`config.mk`:
```
export PLATFORM = sky130hd
export DESIGN_NAME = dffram_wb_ctrl
export DESIGN_NICKNAME = d
export VERILOG_FILES = /design/src/rtl/dffram_wb_pkg.sv /design/src/rtl/dffram_clear_seq.sv /design/src/rtl/dffram_wb_ctrl.sv
export SDC_FILE = /design/constraint.sdc
export NUM_CORES = 1
export LEC_CHECK = 0
export CAP_MARGIN = 40
export CORE_ASPECT_RATIO = 0.9
export CORE_UTILIZATION = 24
export CTS_CLUSTER_SIZE = 8
export DETAILED_ROUTE_END_ITERATION = 10
export HOLD_SLACK_MARGIN = 0.1
export MAX_ROUTING_LAYER = met4
export PLACE_DENSITY = 0.87
export SYNTH_ARGS = -nofsm -noshare
export SYNTH_HDL_FRONTEND = slang
export SYNTH_SLANG_ARGS = --single-unit
```
`constraint.sdc`:
```
create_clock -name CLK -period 4.6 [get_ports CLK]
set_clock_uncertainty 0.05 [all_clocks]
set_input_delay 0.92 -clock CLK [delete_from_list [all_inputs] [get_ports CLK]]
set_output_delay 0.92 -clock CLK [all_outputs]
set_load 0.03 [all_outputs]
```
`src/rtl/dffram_wb_pkg.sv`:
```
// Shared types and address-slice constants for the DFFRAM Wishbone controller.
// Used by dffram_wb_ctrl and dffram_clear_seq.
package dffram_wb_pkg;

   typedef enum logic [1:0] {
      ST_CLEAR = 2'd0,
      ST_IDLE  = 2'd1,
      ST_RESP  = 2'd2
   } state_t;

   localparam int DFFRAM_WORDS = 256;
   localparam int WORD_LSB     = 2;
   localparam int WORD_MSB     = 9;
   localparam int BASE_LSB     = 10;
   localparam int BASE_MSB     = 31;

   // Region match on the upper bits plus word alignment.
   function automatic logic addr_hit(input logic [31:0] adr, input logic [31:0] base);
      return (adr[BASE_MSB:BASE_LSB] == base[BASE_MSB:BASE_LSB]) && (adr[1:0] == 2'b00);
   endfunction

endpackage

```
`src/rtl/dffram_clear_seq.sv`:
```
// Post-reset zero-fill sequencer: writes 0 to every RAM word, one per cycle.
// Only instantiated when DFFRAM_WB_CLEAR_EN is defined.
module dffram_clear_seq
   import dffram_wb_pkg::*;
#(
   parameter int WORDS = DFFRAM_WORDS
)
(
   input  logic        CLK,
   input  logic        RESETn,
   output logic        clr_en,
   output logic [3:0]  clr_we,
   output logic [7:0]  clr_a,
   output logic [31:0] clr_di,
   output logic        clr_last,
   output logic        init_done
);

   logic [7:0] cnt_r;
   logic       done_r;

   // The RESETn gate keeps the RAM idle while reset is held.
   assign clr_en    = ~done_r & RESETn;
   assign clr_we    = clr_en ? 4'hF : 4'h0;
   assign clr_a     = cnt_r;
   assign clr_di    = 32'h0000_0000;
   assign clr_last  = clr_en & (cnt_r == 8'(WORDS - 1));
   assign init_done = done_r;

   // Address counter and completion flag.
   always_ff @(posedge CLK or negedge RESETn) begin
      if (!RESETn) begin
         cnt_r  <= 8'h00;
         done_r <= 1'b0;
      end else if (clr_last) begin
         cnt_r  <= 8'h00;
         done_r <= 1'b1;
      end else if (clr_en) begin
         cnt_r  <= cnt_r + 8'h01;
         done_r <= 1'b0;
      end else begin
         cnt_r  <= cnt_r;
         done_r <= done_r;
      end
   end

endmodule

```
`src/rtl/dffram_wb_ctrl.sv`:
```
// Wishbone B4 classic slave in front of a 256x32 DFFRAM (1-cycle read latency).
// Define DFFRAM_WB_CLEAR_EN to zero-fill the RAM after reset before serving traffic.
module dffram_wb_ctrl
   import dffram_wb_pkg::*;
#(
   parameter logic [31:0] BASE_ADDR = 32'h3000_0000,
   parameter int          WORDS     = DFFRAM_WORDS
)
(
   input  logic        CLK,
   input  logic        RESETn,
   input  logic        wbs_cyc_i,
   input  logic        wbs_stb_i,
   input  logic        wbs_we_i,
   input  logic [3:0]  wbs_sel_i,
   input  logic [31:0] wbs_adr_i,
   input  logic [31:0] wbs_dat_i,
   output logic [31:0] wbs_dat_o,
   output logic        wbs_ack_o,
   output logic        wbs_err_o,
   output logic        ram_en,
   output logic [3:0]  ram_we,
   output logic [7:0]  ram_a,
   output logic [31:0] ram_di,
   input  logic [31:0] ram_do,
   output logic        init_done
);

   state_t      state_r;
   logic        ack_r;
   logic        err_r;
   logic        rd_r;
   logic        req_s;
   logic        hit_s;
   logic        clr_en_s;
   logic [3:0]  clr_we_s;
   logic [7:0]  clr_a_s;
   logic [31:0] clr_di_s;
   logic        clr_last_s;

`ifdef DFFRAM_WB_CLEAR_EN
   localparam state_t RESET_STATE = ST_CLEAR;

   dffram_clear_seq #(
      .WORDS     (WORDS)
   ) u_clear (
      .CLK       (CLK),
      .RESETn    (RESETn),
      .clr_en    (clr_en_s),
      .clr_we    (clr_we_s),
      .clr_a     (clr_a_s),
      .clr_di    (clr_di_s),
      .clr_last  (clr_last_s),
      .init_done (init_done)
   );
`else
   localparam state_t RESET_STATE = ST_IDLE;

   assign clr_en_s   = 1'b0;
   assign clr_we_s   = 4'h0;
   assign clr_a_s    = 8'h00;
   assign clr_di_s   = 32'h0000_0000;
   assign clr_last_s = 1'b0;
   assign init_done  = 1'b1;
`endif

   // RESETn in the request term keeps the RAM pins quiet while reset is asserted.
   assign req_s = wbs_cyc_i & wbs_stb_i & (state_r == ST_IDLE) & RESETn;
   assign hit_s = addr_hit(wbs_adr_i, BASE_ADDR) &&
                  (32'(wbs_adr_i[WORD_MSB:WORD_LSB]) < 32'(WORDS));

   assign wbs_ack_o = ack_r;
   assign wbs_err_o = err_r;
   assign wbs_dat_o = (ack_r & rd_r) ? ram_do : 32'h0000_0000;

   // Controller FSM with registered ACK/ERR and read-pending flag.
   always_ff @(posedge CLK or negedge RESETn) begin
      if (!RESETn) begin
         state_r <= RESET_STATE;
         ack_r   <= 1'b0;
         err_r   <= 1'b0;
         rd_r    <= 1'b0;
      end else begin
         case (state_r)
            ST_CLEAR: begin
               ack_r   <= 1'b0;
               err_r   <= 1'b0;
               rd_r    <= 1'b0;
               state_r <= clr_last_s ? ST_IDLE : ST_CLEAR;
            end
            ST_IDLE: begin
               if (req_s) begin
                  ack_r   <= hit_s;
                  err_r   <= ~hit_s;
                  rd_r    <= hit_s & ~wbs_we_i;
                  state_r <= ST_RESP;
               end else begin
                  ack_r   <= 1'b0;
                  err_r   <= 1'b0;
                  rd_r    <= 1'b0;
                  state_r <= ST_IDLE;
               end
            end
            ST_RESP: begin
               ack_r   <= 1'b0;
               err_r   <= 1'b0;
               rd_r    <= 1'b0;
               state_r <= ST_IDLE;
            end
            default: begin
               ack_r   <= 1'b0;
               err_r   <= 1'b0;
               rd_r    <= 1'b0;
               state_r <= RESET_STATE;
            end
         endcase
      end
   end

   // RAM pin drive: bus access in IDLE, zero-fill in CLEAR, idle otherwise.
   always_comb begin
      ram_en = 1'b0;
      ram_we = 4'h0;
      ram_a  = 8'h00;
      ram_di = 32'h0000_0000;
      if (req_s && hit_s) begin
         ram_en = 1'b1;
         ram_we = wbs_we_i ? wbs_sel_i : 4'h0;
         ram_a  = wbs_adr_i[WORD_MSB:WORD_LSB];
         ram_di = wbs_dat_i;
      end else if (state_r == ST_CLEAR) begin
         ram_en = clr_en_s;
         ram_we = clr_we_s;
         ram_a  = clr_a_s;
         ram_di = clr_di_s;
      end else begin
         ram_en = 1'b0;
         ram_we = 4'h0;
         ram_a  = 8'h00;
         ram_di = 32'h0000_0000;
      end
   end

endmodule

```
==> results.sh <==
export IMPL_dp_hpwl_mm=4.20
export IMPL_row_count=23
export IMPL_hold_ws_ns=0.426
export IMPL_critPathMaxFanout=48
export IMPL_ant_nets=0
export IMPL_rsz0062_at_grt="false"
export IMPL_initial_core_util_pct=25.5
export IMPL_layout_nets=438
export IMPL_h_tree_depth=1
export IMPL_rr_startpoint="state_r[0]$_DFF_PN1_"
export IMPL_cts_resized=0
export IMPL_boundaryPins=185
export IMPL_synthTopCellsByCount="inv_1 (41), nor3_2 (38), and3_1 (32), nor3_1 (7)"
export IMPL_cts_tree="done"
export IMPL_status="finished clean"
export IMPL_slew_viol_final=0
export IMPL_cts_max_path_buffers=2
export IMPL_die_area_um2=5080
export IMPL_die_w_um=75
export IMPL_hp_start="state_r[1]$_DFF_PN0_"
export IMPL_r2r_setup_slack_ns=3.14
export IMPL_cp_required_ns=3.63
export IMPL_async_flop_share_pct=100
export IMPL_grt_pass1_vias=1633
export IMPL_route_vias_total=1735
export IMPL_n_antenna_cell=0
export IMPL_cts_sinks=5
export IMPL_layout_drive_gt1_share_pct=14.5
export IMPL_seq_area_frac_synth_pct=11.0
export IMPL_cts_root_buf="clkbuf_8"
export IMPL_core_area_um2=4520
export IMPL_syn_nets=265
export IMPL_yosysUniqueCellTypes=20
export IMPL_ir_drop_mv=0.0615
export IMPL_synth_seq_cells=5
export IMPL_drtIter0Drc=20
export IMPL_antenna_found_initial=0
export IMPL_area_growth_pct=162
export IMPL_ys_warn_count=0
export IMPL_clock_latency_ns=0.22
export IMPL_hold_buffers=0
export IMPL_p_per_area_nw_per_um2=75.2
export IMPL_hold_viol=0
export IMPL_synth_top_area_share_pct=33.0
export IMPL_grt_pass1_wl_mm=7.27
export IMPL_synth_cells=160
export IMPL_drc=0
export IMPL_crit_top_cell="clkdlybuf4s50_1"
export IMPL_slew_headroom_pct=54.2
export IMPL_endpoint_kind="output port"
export IMPL_gp_congestion=0.759
export IMPL_hold_depth=1
export IMPL_cpPeakStageDelay_ns=0.71
export IMPL_post_cts_buffers=0
export IMPL_totalWireLength_mm=5.02
export IMPL_die_y_um=67.7
export IMPL_drv_cap=0
export IMPL_grt_ovfl_total=0
export IMPL_synth_area_um2=1150
export IMPL_synth_edff_count=0
export IMPL_synth_top_cell_by_area="nor3_2"
export IMPL_r2r_end="rd_r$_DFF_PN0_"
export IMPL_yosysMostFrequentCell="inv_1"
export IMPL_setup_worst_path_class="input port to output port"
export IMPL_min_to="state_r[0]$_DFF_PN1_"
export IMPL_synth_main_ff_cell="dfrtp_1"
export IMPL_synthTopCellsByArea="nor3_2 (33%), and3_1 (17%), inv_1 (13%)"
export IMPL_cpMaxStageDelayCell="clkdlybuf4s50_1"
export IMPL_tightest_slew_ns=0.687
export IMPL_path_clk_slew_ns=0.03
export IMPL_critPathArrivalTime_ns=3.08
export IMPL_p_leak_nw=1.24
export IMPL_holdCritPathClass="flop to flop"
export IMPL_wl_per_cell_um=12.7
export IMPL_firstDrtPassIters=4
export IMPL_finish_utilization_pct=66.8
export IMPL_cts_buffers=3
export IMPL_crit_path_start_kind="input port"
export IMPL_grt_max_degree=49
export IMPL_viasPerCell=4.40
export IMPL_io_buffer_count=183
export IMPL_setup_viol=0
export IMPL_avgSynthCellArea_um2=7.19
export IMPL_grt_usage_pct=19.6
export IMPL_critical_path_cell_chain="clkdlybuf4s50_1, nor4_1, nand4_1, buf_4, nor3_1, clkdlybuf4s50_1"
export IMPL_finalSetupTns_ns=0
export IMPL_fin_crit_ns=4.05
export IMPL_post_route_period_util_pct=88.0
export IMPL_fmax_mhz=247
export IMPL_r2r_cells=4
[layer usage]
layer / GRT usage, % / vias to the layer above / part of all wire (%)
met1: 17.2 / 764 / 34
met5: - / - / 0
li1: - / 861 / -
met4: 6.84 / 0 / 1.6
met2: 38.7 / 104 / 54
met3: 6.12 / 6 / 11
[final cells by class]
type | instances | area [um^2]
Inverter | 41 | 154
Clock buffer | 4 | 45.0
Timing Repair Buffer | 185 | 1860
Fill cell | 381 | 1500
Tap cell | 62 | 77.6
Multi-Input combinational cell | 97 | 757
Sequential cell | 5 | 126
[where the power goes]
part | internal [mW] | switching (mW)
Combinational | 0.0805 | 0.0233
Clock | 0.0593 | 0.0198
Sequential | 0.0443 | 0
Total | 0.184 | 0.0430
[placed cells by master (no fill, tap or decap), types with 2 or more instances in the layout]
master           instances
and3_1                  32
clkbuf_8                 3
clkdlybuf4s50_1        183
dfrtp_1                  4
inv_1                   41
nand2_1                  6
nand4_1                  2
nor2_1                   2
nor3_1                   7
nor3_2                  38
nor4_1                   2
nor4_2                   2
nor4b_2                  2
[metrics by stage]
| step | power (mW) | cells | cell area (um^2) | worst slack (ns) |
|---|---|---|---|---|
| finish | 0.227 | 394 | 3020 | 0.554 |
| global route | 0.242 | 394 | 3020 | 0.382 |
| CTS | 0.230 | 394 | 3020 | 0.530 |
| detailed placement | 0.149 | 390 | 2970 | 0.546 |
| global placement | 0.148 | 390 | 2970 | 0.616 |
| floorplan | 0.0587 | 160 | 1150 | 1.41 |
[kinds of logic (layout without fill, tap and decap cells)]
kind of cell,Yosys count,count (layout),share of synthesized area [%]
AO/OA/AOI/OAI,2,2,1.52
buffers and inverters,58,230,23.3
flip-flops,5,5,11.0
other,1,1,0.326
AND/OR/NAND/NOR,94,94,63.9
[worst max-delay path: cells and delay by family]
family	cells	cell delay, ns
buffers and inverters	3	1.46
AND/OR/NAND/NOR	3	0.70
[worst max path at each step]
stage / cells after the start / slack, ns / start / end
4_1_cts: 6 / 0.53 / wbs_adr_i[11] / ram_we[0]
3_3_place_gp: 6 / 0.62 / wbs_adr_i[11] / ram_we[1]
3_5_place_dp: 6 / 0.55 / wbs_adr_i[11] / ram_we[0]
6_report: 6 / 0.55 / wbs_adr_i[11] / ram_we[0]
2_1_floorplan: 4 / 1.41 / wbs_adr_i[15] / ram_we[0]
5_1_grt: 6 / 0.38 / wbs_adr_i[11] / ram_we[0]
[flip-flops by register name (all words and copies together) (netlist names)]
signal and cells:
state_r 2, rd_r 1, wbs_ack_o 1, wbs_err_o 1
No activity file was read; power rests on OpenSTA's default activity.
